==> config.mk <==
export PLATFORM = sky130hd
export DESIGN_NAME = button_conditioner_flat
export DESIGN_NICKNAME = d
export VERILOG_FILES = /design/src/rtl/button_conditioner_pkg.sv /design/src/rtl/button_conditioner_if.sv /design/src/rtl/button_conditioner_channel.sv /design/src/rtl/button_conditioner.sv /design/src/flat_wrapper.sv
export SDC_FILE = /design/constraint.sdc
export NUM_CORES = 1
export LEC_CHECK = 0
export CAP_MARGIN = 20
export CORE_MARGIN = 2
export CORE_UTILIZATION = 67
export CTS_CLUSTER_SIZE = 28
export DETAILED_ROUTE_END_ITERATION = 10
export PLACE_DENSITY_LB_ADDON = 0.2
export SLEW_MARGIN = 5
export SYNTH_ARGS = -nofsm -noshare
export SYNTH_HDL_FRONTEND = slang
export SYNTH_SLANG_ARGS = --single-unit
==> constraint.sdc <==
create_clock -name clk -period 3.8 [get_ports clk]
set_clock_uncertainty 0.15 [all_clocks]
set_input_delay 0.95 -clock clk [delete_from_list [all_inputs] [get_ports clk]]
set_output_delay 0.95 -clock clk [all_outputs]
set_load 0.1 [all_outputs]
==> src/rtl/button_conditioner_pkg.sv <==
// Shared definitions for the push-button conditioner: FSM encoding and
// default timing for a 50 MHz clock.
package button_conditioner_pkg;

    typedef enum logic [1:0] {
        IDLE   = 2'd0,
        HOLD   = 2'd1,
        REPEAT = 2'd2
    } btn_state_t;

    localparam int DEF_DEBOUNCE_CYCLES = 500000;
    localparam int DEF_REPEAT_DELAY    = 25000000;
    localparam int DEF_REPEAT_PERIOD   = 5000000;
    localparam int DEF_CNT_W           = 25;

    localparam int NUM_BTN = 2;

endpackage

==> src/rtl/button_conditioner_if.sv <==
// Raw button inputs and conditioned step pulses as one bundle.
interface button_conditioner_if;
    logic plus_raw;
    logic minus_raw;
    logic plus;
    logic minus;

    modport master (output plus_raw, output minus_raw, input plus, input minus);
    modport slave  (input plus_raw, input minus_raw, output plus, output minus);
endinterface

==> src/rtl/button_conditioner_channel.sv <==
// One button: 2-flop synchronizer, debouncer, and press/auto-repeat FSM
// producing a registered single-cycle pulse.
module button_channel
    import button_conditioner_pkg::*;
#(
    parameter int DEBOUNCE_CYCLES = DEF_DEBOUNCE_CYCLES,
    parameter int REPEAT_DELAY    = DEF_REPEAT_DELAY,
    parameter int REPEAT_PERIOD   = DEF_REPEAT_PERIOD,
    parameter int CNT_W           = DEF_CNT_W
) (
    input  logic clk,
    input  logic rst,
    input  logic raw,
    output logic pulse
);

    localparam logic [CNT_W-1:0] DB_LAST  = CNT_W'(DEBOUNCE_CYCLES - 1);
    localparam logic [CNT_W-1:0] DLY_LAST = CNT_W'(REPEAT_DELAY - 1);
    localparam logic [CNT_W-1:0] PER_LAST = CNT_W'(REPEAT_PERIOD - 1);

    // sync[0] is the metastability catcher; only sync[1] feeds logic
    logic [1:0]       sync;
    logic             s2;
    logic             level;
    logic [CNT_W-1:0] dcnt;

    btn_state_t       state, state_n;
    logic [CNT_W-1:0] tcnt, tcnt_n;
    logic             p, p_n;

    assign s2 = sync[1];

    always_ff @(posedge clk) begin
        if (rst) begin
            sync  <= '0;
            level <= 1'b0;
            dcnt  <= '0;
        end else begin
            sync <= {sync[0], raw};
            if (s2 == level) begin
                dcnt <= '0;
            end else if (dcnt == DB_LAST) begin
                level <= s2;
                dcnt  <= '0;
            end else begin
                dcnt <= dcnt + 1'b1;
            end
        end
    end

    always_ff @(posedge clk) begin
        if (rst) begin
            state <= IDLE;
            tcnt  <= '0;
            p     <= 1'b0;
        end else begin
            state <= state_n;
            tcnt  <= tcnt_n;
            p     <= p_n;
        end
    end

    // Release is tested first so a coincident timer expiry emits nothing
    always_comb begin
        state_n = state;
        tcnt_n  = tcnt;
        p_n     = 1'b0;
        case (state)
            IDLE: begin
                if (level) begin
                    state_n = HOLD;
                    tcnt_n  = '0;
                    p_n     = 1'b1;
                end
            end
            HOLD: begin
                if (!level) begin
                    state_n = IDLE;
                end else if (tcnt == DLY_LAST) begin
                    state_n = REPEAT;
                    tcnt_n  = '0;
                    p_n     = 1'b1;
                end else begin
                    tcnt_n = tcnt + 1'b1;
                end
            end
            REPEAT: begin
                if (!level) begin
                    state_n = IDLE;
                end else if (tcnt == PER_LAST) begin
                    tcnt_n = '0;
                    p_n    = 1'b1;
                end else begin
                    tcnt_n = tcnt + 1'b1;
                end
            end
            default: begin
                state_n = IDLE;
                tcnt_n  = '0;
            end
        endcase
    end

    assign pulse = p;

endmodule

==> src/rtl/button_conditioner.sv <==
// Conditions the plus/minus push-buttons into clean step pulses for the
// up/down counter; coincident pulses cancel.
module button_conditioner
    import button_conditioner_pkg::*;
#(
    parameter int DEBOUNCE_CYCLES = DEF_DEBOUNCE_CYCLES,
    parameter int REPEAT_DELAY    = DEF_REPEAT_DELAY,
    parameter int REPEAT_PERIOD   = DEF_REPEAT_PERIOD,
    parameter int CNT_W           = DEF_CNT_W
) (
    input  logic                  clk,
    input  logic                  rst,
    button_conditioner_if.slave   bus
);

    // Index 0 is plus, index 1 is minus
    logic [NUM_BTN-1:0] raw;
    logic [NUM_BTN-1:0] p;

    assign raw = {bus.minus_raw, bus.plus_raw};

    for (genvar i = 0; i < NUM_BTN; i++) begin : g_ch
        button_channel #(
            .DEBOUNCE_CYCLES (DEBOUNCE_CYCLES),
            .REPEAT_DELAY    (REPEAT_DELAY),
            .REPEAT_PERIOD   (REPEAT_PERIOD),
            .CNT_W           (CNT_W)
        ) u_ch (
            .clk   (clk),
            .rst   (rst),
            .raw   (raw[i]),
            .pulse (p[i])
        );
    end

    assign bus.plus  = p[0] & ~p[1];
    assign bus.minus = p[1] & ~p[0];

endmodule

==> src/flat_wrapper.sv <==
// flat-port wrapper written by rule: the top's interface ports become plain ports
module button_conditioner_flat import button_conditioner_pkg::*;
#(
    parameter int DEBOUNCE_CYCLES = DEF_DEBOUNCE_CYCLES,
    parameter int REPEAT_DELAY    = DEF_REPEAT_DELAY,
    parameter int REPEAT_PERIOD   = DEF_REPEAT_PERIOD,
    parameter int CNT_W           = DEF_CNT_W
)
  (clk, rst, bus_plus_raw, bus_minus_raw, bus_plus, bus_minus);
  button_conditioner_if bus_i ();
  input  logic clk;
  input  logic rst;
  input wire logic [$bits(bus_i.plus_raw)-1:0] bus_plus_raw;
  input wire logic [$bits(bus_i.minus_raw)-1:0] bus_minus_raw;
  output wire logic [$bits(bus_i.plus)-1:0] bus_plus;
  output wire logic [$bits(bus_i.minus)-1:0] bus_minus;
  assign bus_i.plus_raw = bus_plus_raw;
  assign bus_i.minus_raw = bus_minus_raw;
  assign bus_plus = bus_i.plus;
  assign bus_minus = bus_i.minus;
  button_conditioner #(.DEBOUNCE_CYCLES(DEBOUNCE_CYCLES), .REPEAT_DELAY(REPEAT_DELAY), .REPEAT_PERIOD(REPEAT_PERIOD), .CNT_W(CNT_W)) u_core (.clk(clk), .rst(rst), .bus(bus_i));
endmodule
==> metrics.md, run 1 <==
| Metric | Value |
|---|---|
| Final setup TNS | 0 ns |
| Post-synthesis mux area share | 0.787% |
| Most used flip-flop cell after synthesis | dfxtp_1 |
| Fraction of registers with async set or reset after synthesis | 0% |
| Post-route DRC | 0 |
| Commonest non-fill, non-tap cells in the layout | nor2_1 (127), dfxtp_1 (112), xnor2_1 (79) |
| Iter 0 DRT Violations | 121 |
| Post-CTS Setup Repair Bufs | 0 |
| Antenna violations before repair | 0 |
| Worst slew pin tran | 0.917 ns |
| Via Count | 4,248 |
| Area Growth Syn to Fin | 5.44% |
| Worst r2r src | u_core.g_ch[0].u_ch.tcnt[12] |
| Post-CTS Hold Buffers | 0 |
| Die width | 93.8 um |
| Layout cells sized above 1 | 4.86% |
| Synthesis Warnings | 0 |
| Initial Util | 69.6% |
| Compound-Gate Fraction of Synth Area | 5.92% |
| Sequential cell area | 0.00224 mm^2 |
| Worst Setup End Kind | flop |
| First-pass GRT wire length | 17,400 um |
| Count of flip-flops with a built-in enable after synthesis | 0 |
| Wire per inst | 13.5 um |
| Filler cell count | 590 |
| WL final | 10,000 um |
| Largest net degree at the start of global routing | 26 |
| Xor/xnor share of the synthesized area | 14.4% |
| # clock sinks | 112 |
| Cells after Synth | 637 |
| Clock buffer depth | 2 |
| PwrDens | 346 mW/mm^2 |
| Placed Area | 0.00549 mm^2 |
| Die area | 0.00881 mm^2 |
| Syn_area_per_cell | 8.49 um^2 |
| Total CTS buffers | 9 |
| Distinct cells, synth | 51 |
| Main combinational cell family by area after synthesis | simple AND/OR/NAND/NOR gates |
| CP max FO | 22 |
| Cts repair resizes | 0 |
| R2R Path End | u_core.g_ch[0].u_ch.tcnt[24] |
| Final Hold Viols | 0 |
| Total grt overflow | 0 |
| Max-slew violations | 0 |
| Final period utilization | 76.6% |
| Reg2Reg Setup Slack | 0.89 ns |
| Nets | 649 |
| CORE AREA | 0.00777 mm^2 |
| Max Fclk | 343 MHz |
| Worst Setup SP | u_core.g_ch[0].u_ch.tcnt[12] |
| Critical Path Start Type | flop |
| Vias/cell | 5.74 |
| Max VDD drop | 0.211 mV |
| Area of the multi-input gates | 0.00297 mm^2 |
| Std-Cell Rows | 32 |
| Crit path to | u_core.g_ch[0].u_ch.tcnt[24] |
| Critical Path AT | 2.99 ns |
| R2R depth | 5 |
| Chip height | 93.8 um |
| H-tree level count | 3 |
| Relative slew slack | 38.6% |
| Seq/Total Area, Yosys | 41.5% |
| Critical Path RT | 3.87 ns |
| Drt first pass iters | 4 |
| Antenna Cells | 0 |
| Max_cap viols | 0 |
| Port bufs | 5 |
| Top Ports | 6 |
| Synth Area in Simple Gates | 31.0% |
| Final setup viols | 0 |
| Vias in the first global route | 4,064 |
| Final ANT Viol Nets | 0 |
| Synth Register Bits | 112 |
| Root buf cell | clkbuf_8 |
| Min-delay src | u_core.g_ch[0].u_ch.sync[0] |
| Total track usage | 23.9% |
| Mapped Area | 0.00541 mm^2 |
| Leak | 1.70 nW |
| Commonest non-fill, non-tap cell in the layout | nor2_1 |
| TritonCTS clock tree | done |
| Min Tclk post-route | 2.91 ns |
| Worst setup path class | reg2reg |
| Cell area after layout | 0.00570 mm^2 |
| Gp weighted congestion | 0.858 |
| Clock transition at path regs | 0.10 ns |
| DP HPWL | 6860 um |
| Area share of fa/ha/maj cells after synthesis | 2.78% |
| Status | completed |
| Clock latency on the worst-skew pair | 0.37 ns |
| RSZ-0062 raised after global routing | false |
| Tightest Hold Check Type | reg2reg |
| Net Count, Synth | 653 |
==> final cells by class <==
cell class,instances,share of cell area [%]
clock buffer,9,2.17
clock inverter,7,1.62
inverter,25,1.65
multi-input combinational,479,52.1
sequential,112,39.3
tap,102,2.24
timing repair buffer,6,0.922
==> Yosys cell counts, types with 2 or more instances <==
cell / count / area (um^2)
a21bo_2: 2 / 20.0
a21oi_1: 13 / 65.1
a21oi_2: 2 / 17.5
a31oi_1: 3 / 18.8
and2_1: 4 / 25.0
and3_1: 8 / 50.1
and4_1: 8 / 70.1
buf_1: 2 / 7.51
buf_4: 2 / 15.0
buf_6: 2 / 22.5
clkbuf_1: 14 / 52.6
dfxtp_1: 112 / 2240
ha_1: 12 / 150
inv_1: 25 / 93.8
mux2_2: 2 / 22.5
mux2i_1: 2 / 20.0
nand2_1: 38 / 143
nand3_1: 31 / 155
nand3b_1: 2 / 15.0
nand4_1: 18 / 113
nor2_1: 127 / 477
nor2b_1: 8 / 50.1
nor3_1: 34 / 170
nor4_1: 24 / 150
nor4_4: 2 / 42.5
nor4b_1: 6 / 52.6
nor4bb_1: 2 / 20.0
o2111ai_1: 2 / 17.5
o211ai_1: 3 / 22.5
o21ai_0: 7 / 35.0
o221ai_1: 2 / 17.5
o22ai_1: 3 / 18.8
o31ai_4: 2 / 42.5
or3_1: 6 / 37.5
or4_1: 2 / 15.0
or4b_1: 2 / 20.0
or4bb_1: 2 / 22.5
xnor2_1: 79 / 692
xor2_1: 10 / 87.6
==> critical path, stage by stage (launching register included) <==
cell     delay (ns)
dfxtp_1        0.39
or4bb_1        0.49
nor4_1         0.55
a21oi_1        0.31
o31ai_4        0.76
nor2_1         0.12
==> worst min path at each step <==
stage / end / slack, ns / cells past startpoint
finish: u_core.g_ch[0].u_ch.sync[1] / 0.29 / 1
global placement: u_core.g_ch[1].u_ch.sync[1] / 0.27 / 1
CTS: u_core.g_ch[0].u_ch.sync[1] / 0.30 / 1
global route: u_core.g_ch[0].u_ch.sync[1] / 0.32 / 1
floorplan: u_core.g_ch[0].u_ch.sync[1] / 0.26 / 1
detailed placement: u_core.g_ch[0].u_ch.sync[1] / 0.28 / 1
==> metrics by stage <==
| step | hold slack, ns | std cells | setup WS [ns] | utilization [%] | power (mW) |
|---|---|---|---|---|---|
| after detailed placement | 0.278 | 724 | 0.937 | 70.6 | 1.23 |
| after floorplan | 0.264 | 637 | 1.04 | - | 1.22 |
| after CTS | 0.299 | 740 | 0.931 | 73.4 | 1.99 |
| final | 0.294 | 740 | 0.889 | 73.4 | 1.97 |
| after global placement | 0.270 | 724 | 1.09 | 70.6 | 1.23 |
| after global routing | 0.324 | 740 | 0.682 | 73.4 | 2.04 |
==> kinds of logic after synthesis <==
| group | Yosys count |
|---|---|
| AND/OR/NAND/NOR | 329 |
| flip-flops | 112 |
| XOR/XNOR | 89 |
| buffers and inverters | 46 |
| AO/OA/AOI/OAI | 45 |
| adder cells (fa/ha/maj) | 12 |
| multiplexers | 4 |
==> power breakdown <==
group	switching, mW	internal [mW]	total, mW
combinational	0.0167	0.00708	0.0238
clock	0.397	0.373	0.771
sequential	0.00149	1.18	1.18
total	0.416	1.56	1.97
==> flip-flops by register name, indices dropped and copies added, names as in the netlist <==
register                count
u_core.g_ch.u_ch.dcnt      50
u_core.g_ch.u_ch.sync       4
u_core.g_ch.u_ch.tcnt      50
u_core.g_ch.u_ch.level      2
u_core.g_ch.u_ch.pulse      2
u_core.g_ch.u_ch.state      4
==> layer usage <==
metal	part of all wire [%]	GRT usage, %
met1	46	29.3
met5	0	0
met2	50	42.5
met3	2.8	5.46
met4	0.85	5.92
Note: power is estimated with default switching activity, not from simulation.
==> run 2, diff against run 1 <==
Settings changed: CORE_UTILIZATION 67 to 63.
Clock period 3.8 ns to 3 ns, I/O delays scaled along.
==> run 2 against run 1 <==
Fmax is 15% higher. Clock power rose by 22%. Hold slack better by 0.033 ns. Flip-flop and latch count unchanged. Sequential share of layout area decreased by 0.27 points. Die area increased by 6.1%. Utilization down 3.9 points. First-iteration DRC count grew 34%. Sequential power is 26% higher.
==> metrics.md, run 2 (synthesis gave the netlist of run 1 again) <==
| Metric | Value |
|---|---|
| Final Hold Viols | 0 |
| Final setup viols | 0 |
| Leak | 1.71 nW |
| Worst Setup End Kind | flop |
| # clock sinks | 112 |
| Max-slew violations | 0 |
| Final setup TNS | 0 ns |
| Area Growth Syn to Fin | 6.15% |
| Via Count | 4,294 |
| WL final | 10,200 um |
| Total CTS buffers | 9 |
| Post-CTS Hold Buffers | 0 |
| PwrDens | 430 mW/mm^2 |
| Wire per inst | 13.6 um |
| Layout cells sized above 1 | 5.60% |
| Dpl cells | 732 |
| Clock power share | 38.3% |
| Tightest Hold Check Type | reg2reg |
| Worst setup path class | reg2reg |
| Clock transition at path regs | 0.10 ns |
| WL met1 | 5050 um |
| Slowest CP cell | or4bb_1 |
| Highest Signal Layer | met4 |
| Worst slew pin tran | 0.967 ns |
| Cts repair resizes | 0 |
| Clock latency on the worst-skew pair | 0.37 ns |
| Clock buffer depth | 2 |
| Top Ports | 6 |
| Biggest regs | u_core.g_ch.u_ch.dcnt: 50 flops, u_core.g_ch.u_ch.tcnt: 50 flops |
| Final period utilization | 84.6% |
| Total track usage | 22.7% |
| CORE AREA | 0.00826 mm^2 |
| DP HPWL | 7000 um |
| Commonest non-fill, non-tap cell in the layout | nor2_1 |
| Drt first pass iters | 4 |
| Crit path largest cell delay | 0.50 ns |
| Commonest non-fill, non-tap cells in the layout | nor2_1 (127), dfxtp_1 (112), xnor2_1 (79) |
| Die width | 96.6 um |
| Critical Path Start Type | flop |
| Cells along the critical path | or4bb_1, nor4_1, a21oi_1, o31ai_4, buf_4, nor2_1 |
| Root buf cell | clkbuf_8 |
| Vias in the first global route | 4,125 |
| Max_cap viols | 0 |
| First-pass GRT wire length | 18,300 um |
| Critical Path AT | 2.65 ns |
| Gp weighted congestion | 0.856 |
| Total grt overflow | 0 |
| Filler cell count | 687 |
| Nets | 654 |
| Relative slew slack | 35.3% |
| Comb pwr share | 1.3% |
| Sequential power share | 60.4% |
| Max Fclk | 394 MHz |
| Switching part of the total | 21.5% |
| WL met2 | 4740 um |
| Port bufs | 5 |
| TritonCTS clock tree | done |
| Initial Util | 65.5% |
| Chip height | 96.6 um |
| Metal3 WL | 279 um |
| Post-route DRC | 0 |
| RSZ-0062 raised after global routing | false |
| H-tree level count | 3 |
| Final ANT Viol Nets | 0 |
| Largest net degree at the start of global routing | 26 |
| Vias/cell | 5.74 |
| Antenna violations before repair | 0 |
| Max VDD drop | 0.313 mV |
| Antenna Cells | 0 |
| Post-CTS Setup Repair Bufs | 0 |
| Net Sw Power | 0.531 mW |
| Std-Cell Rows | 33 |
| P_int | 1.94 mW |
| Fin cells | 748 |
| Die area | 0.00934 mm^2 |
| Status | completed |
| Iter 0 DRT Violations | 162 |
| Min Tclk post-route | 2.54 ns |
| Critical Path RT | 3.11 ns |
| CP max FO | 22 |
-- run 2: cell types whose count changed in the layout (fill, tap and decap cells not counted), sizes merged --
cell,change
bufinv,-1
inv,-1
clkbuf,+2
clkinvlp,+2
clkinv,-2
buf,+5
-- run 2: cell type report --
class,count,area (um^2),share of cell area (%)
multi-input combinational,479,2970,51.7
sequential,112,2240,39.1
clock buffer,11,151,2.64
tap,105,131,2.29
inverter,25,93.8,1.63
timing repair buffer,11,90.1,1.57
clock inverter,5,62.6,1.09
-- run 2: power by group through the flow --
stage               logic, mW  registers [mW]  clock network [mW]
floorplan              0.0251            1.52                   0
global placement       0.0316            1.53                   0
detailed placement     0.0327            1.53                   0
CTS                    0.0326            1.49               0.968
global route           0.0355            1.49                1.02
finish                 0.0323            1.49               0.944
-- run 2: worst max-delay path: cells and delay by family, from the launching register on --
kind,cells,cell delay [ns]
buf+inv,1,0.28
simple gates,3,1.07
compound gates,2,0.53
flops,1,0.40
-- run 2: worst paths after layout --
path | start | end | slack, ns | cells past startpoint
max | u_core.g_ch[0].u_ch.tcnt[12] | u_core.g_ch[0].u_ch.tcnt[12] | 0.46 | 6
min | u_core.g_ch[0].u_ch.dcnt[0] | u_core.g_ch[0].u_ch.dcnt[0] | 0.33 | 1
max reg2reg | u_core.g_ch[0].u_ch.tcnt[12] | u_core.g_ch[0].u_ch.tcnt[12] | 0.46 | 6
min reg2reg | u_core.g_ch[0].u_ch.dcnt[0] | u_core.g_ch[0].u_ch.dcnt[0] | 0.33 | 1
-- run 2: through the flow --
| step | utilization (%) | area (um^2) | setup WS, ns | hold slack [ns] | total power [mW] |
|---|---|---|---|---|---|
| floorplan | - | 5410 | 0.439 | 0.264 | 1.55 |
| global placement | 66.9 | 5530 | 0.446 | 0.288 | 1.56 |
| detailed placement | 66.9 | 5530 | 0.396 | 0.307 | 1.56 |
| CTS | 69.5 | 5740 | 0.451 | 0.331 | 2.49 |
| global route | 69.5 | 5740 | 0.250 | 0.351 | 2.55 |
| finish | 69.5 | 5740 | 0.461 | 0.327 | 2.47 |
-- run 2: metal layers --
layer | vias up | GRT usage (%)
met5 | - | 0
met4 | 0 | 5.42
met3 | 11 | 5.13
met2 | 52 | 37.7
met1 | 2043 | 30.1
li1 | 2188 | -
==> run 3, diff against run 2 <==
Settings changed: CORE_UTILIZATION 63 to 57.
Clock period 3 ns to 2.24 ns, I/O delays scaled along.
==> run 3 against run 2 <==
The run now ends with setup timing left. Setup slack lost 0.47 ns. Via count up 5.4%. Global-route usage hardly changed. Die area rose by 10%. Fmax increased by 13%. Non-clock buffer count increased by 46. Largest power group unchanged.
==> metrics.md, run 3 (synthesis gave the netlist of run 1 again) <==
| Metric | Value |
|---|---|
| First-pass GRT wire length | 18,800 um |
| Layout cells sized above 1 | 16.7% |
| Clock transition at path regs | 0.11 ns |
| Hold WS | 0.296 ns |
| Gp weighted congestion | 0.854 |
| Area Growth Syn to Fin | 18.3% |
| Nets | 700 |
| Cell area after layout | 0.00640 mm^2 |
| Critical Path Start Type | flop |
| Switching part of the total | 22.6% |
| Reg2Reg Setup Slack | -0.01 ns |
| Via Count | 4,527 |
| Antenna violations before repair | 0 |
| Min-delay src | u_core.g_ch[0].u_ch.sync[0] |
| Root buf cell | clkbuf_8 |
| Hold depth | 1 |
| Pre-CTS setup slack | 0.0127 ns |
| Post-route DRC | 0 |
| Port bufs | 5 |
| Status | complete, but fails checks |
| # clock sinks | 112 |
| Fin util | 69.2% |
| Commonest non-fill, non-tap cell in the layout | nor2_1 |
| Final Hold Viols | 0 |
| Max Fclk | 444 MHz |
| Vias in the first global route | 4,255 |
| Die width | 101 um |
| Hold Path End | u_core.g_ch[0].u_ch.sync[1] |
| Final ANT Viol Nets | 0 |
| Chip height | 101 um |
| Total track usage | 22.7% |
| RSZ-0062 raised after global routing | true |
| Clock power share | 40.3% |
| Worst setup path class | reg2reg |
| Antenna Cells | 0 |
| Top Ports | 6 |
| Comb pwr share | 2.1% |
| Commonest non-fill, non-tap cells in the layout | nor2_1 (118), dfxtp_1 (105), xnor2_1 (79) |
| Net Sw Power | 0.781 mW |
| DP HPWL | 7360 um |
| Final setup viols | 25 |
| Clock latency on the worst-skew pair | 0.39 ns |
| Worst r2r src | u_core.g_ch[1].u_ch.tcnt[18] |
| Std-Cell Rows | 35 |
| R2R Path End | u_core.g_ch[1].u_ch.tcnt[24] |
| Min Tclk post-route | 2.25 ns |
| Pwr Total | 3.46 mW |
| Post-CTS Hold Buffers | 0 |
| Sequential power share | 57.6% |
| Worst slew pin tran | 0.536 ns |
| Critical Path AT | 2.40 ns |
| Worst Setup End Kind | flop |
| Critical Path RT | 2.38 ns |
| Wire per inst | 14.0 um |
| Largest net degree at the start of global routing | 26 |
| Tightest Hold Check Type | reg2reg |
| Placed Area | 0.00589 mm^2 |
| CORE AREA | 0.00924 mm^2 |
| Clock buffer depth | 2 |
| P_int | 2.68 mW |
| Vias/cell | 5.53 |
| Relative slew slack | 64.0% |
| Leak | 2.00 nW |
| WL final | 11,400 um |
| Initial Util | 58.5% |
| CP max FO | 5 |
| Max-slew violations | 0 |
| TritonCTS clock tree | done |
| R2R depth | 7 |
| Total CTS buffers | 9 |
| Final period utilization | 101% |
| H-tree level count | 3 |
| Iter 0 DRT Violations | 146 |
| PwrDens | 541 mW/mm^2 |
| Die area | 0.0103 mm^2 |
| Biggest regs | u_core.g_ch.u_ch.dcnt: 50 flops, u_core.g_ch.u_ch.tcnt: 50 flops |
| Max VDD drop | 0.470 mV |
| Worst setup margin | -0.0141 ns |
| Max_cap viols | 0 |
| Drt first pass iters | 4 |
| Failing checks | setup timing |
| Total grt overflow | 0 |
-- run 3: cell count changes in the layout (fill, tap and decap cells not counted), sizes merged --
cell,delta
bufinv,+1
buf,+44
inv,+3
clkinvlp,-1
clkinv,-1
-- run 3: timing repair --
action,4_1_cts,5_1_grt
endpoints found under the setup margin,2,46
buffers inserted,0,7
pin swaps,0,15
cloned,0,3
hold endpoints to repair,0,0
resized for setup,3,40
-- run 3: worst max-delay path by stage --
| stage | depth (start not counted) | to | from | slack (ns) |
|---|---|---|---|---|
| after CTS | 8 | u_core.g_ch[0].u_ch.tcnt[20] | u_core.g_ch[0].u_ch.state[0] | 0.009 |
| after global placement | 6 | u_core.g_ch[1].u_ch.tcnt[14] | u_core.g_ch[1].u_ch.tcnt[10] | 0.09 |
| after floorplan | 1 | bus_minus | u_core.g_ch[1].u_ch.pulse | -0.13 |
| after detailed placement | 6 | u_core.g_ch[0].u_ch.state[0] | u_core.g_ch[0].u_ch.tcnt[8] | 0.01 |
| after global routing | 7 | u_core.g_ch[1].u_ch.tcnt[24] | u_core.g_ch[1].u_ch.tcnt[18] | -0.09 |
| final | 7 | u_core.g_ch[1].u_ch.tcnt[24] | u_core.g_ch[1].u_ch.tcnt[18] | -0.01 |
-- run 3: worst max-delay path, stage by stage, from the launching register on --
cell	delay, ns
dfxtp_2	0.35
or4bb_4	0.55
nor4_4	0.37
a21oi_4	0.12
o31ai_4	0.24
buf_6	0.17
clkbuf_16	0.17
nor2_2	0.04
-- run 3: power by group through the flow --
stage          Sequential [mW]  Clock, mW  Combinational, mW
2_1_floorplan             2.04          0             0.0336
3_3_place_gp              2.04          0             0.0539
4_1_cts                   2.00       1.44             0.0546
6_report                  1.99       1.39             0.0724
3_5_place_dp              2.04          0             0.0543
5_1_grt                   2.00       1.51             0.0775
-- run 3: area by class of cell --
class                   instances  area (um^2)
clock buffers                   9          124
clock inverters                 7          108
fillers                       755         2840
inverters                      25         93.8
multi-input cells             479         3110
flip-flops and latches        112         2260
well taps                     129          161
repair buffers                 57          541
-- run 3: metrics by stage --
stage	setup TNS, ns	std cells
after CTS	0	808
after floorplan	-0.261	637
after global placement	0	792
final	-0.173	818
after global routing	-2.53	818
after detailed placement	0	792
-- run 3: metal layers --
metal	track usage [%]	vias up	routed length [um]
li1	-	2278	-
met1	28.9	2180	5300
met2	37.4	55	5680
met3	5.52	14	292
met4	8.42	0	138
met5	0	-	0
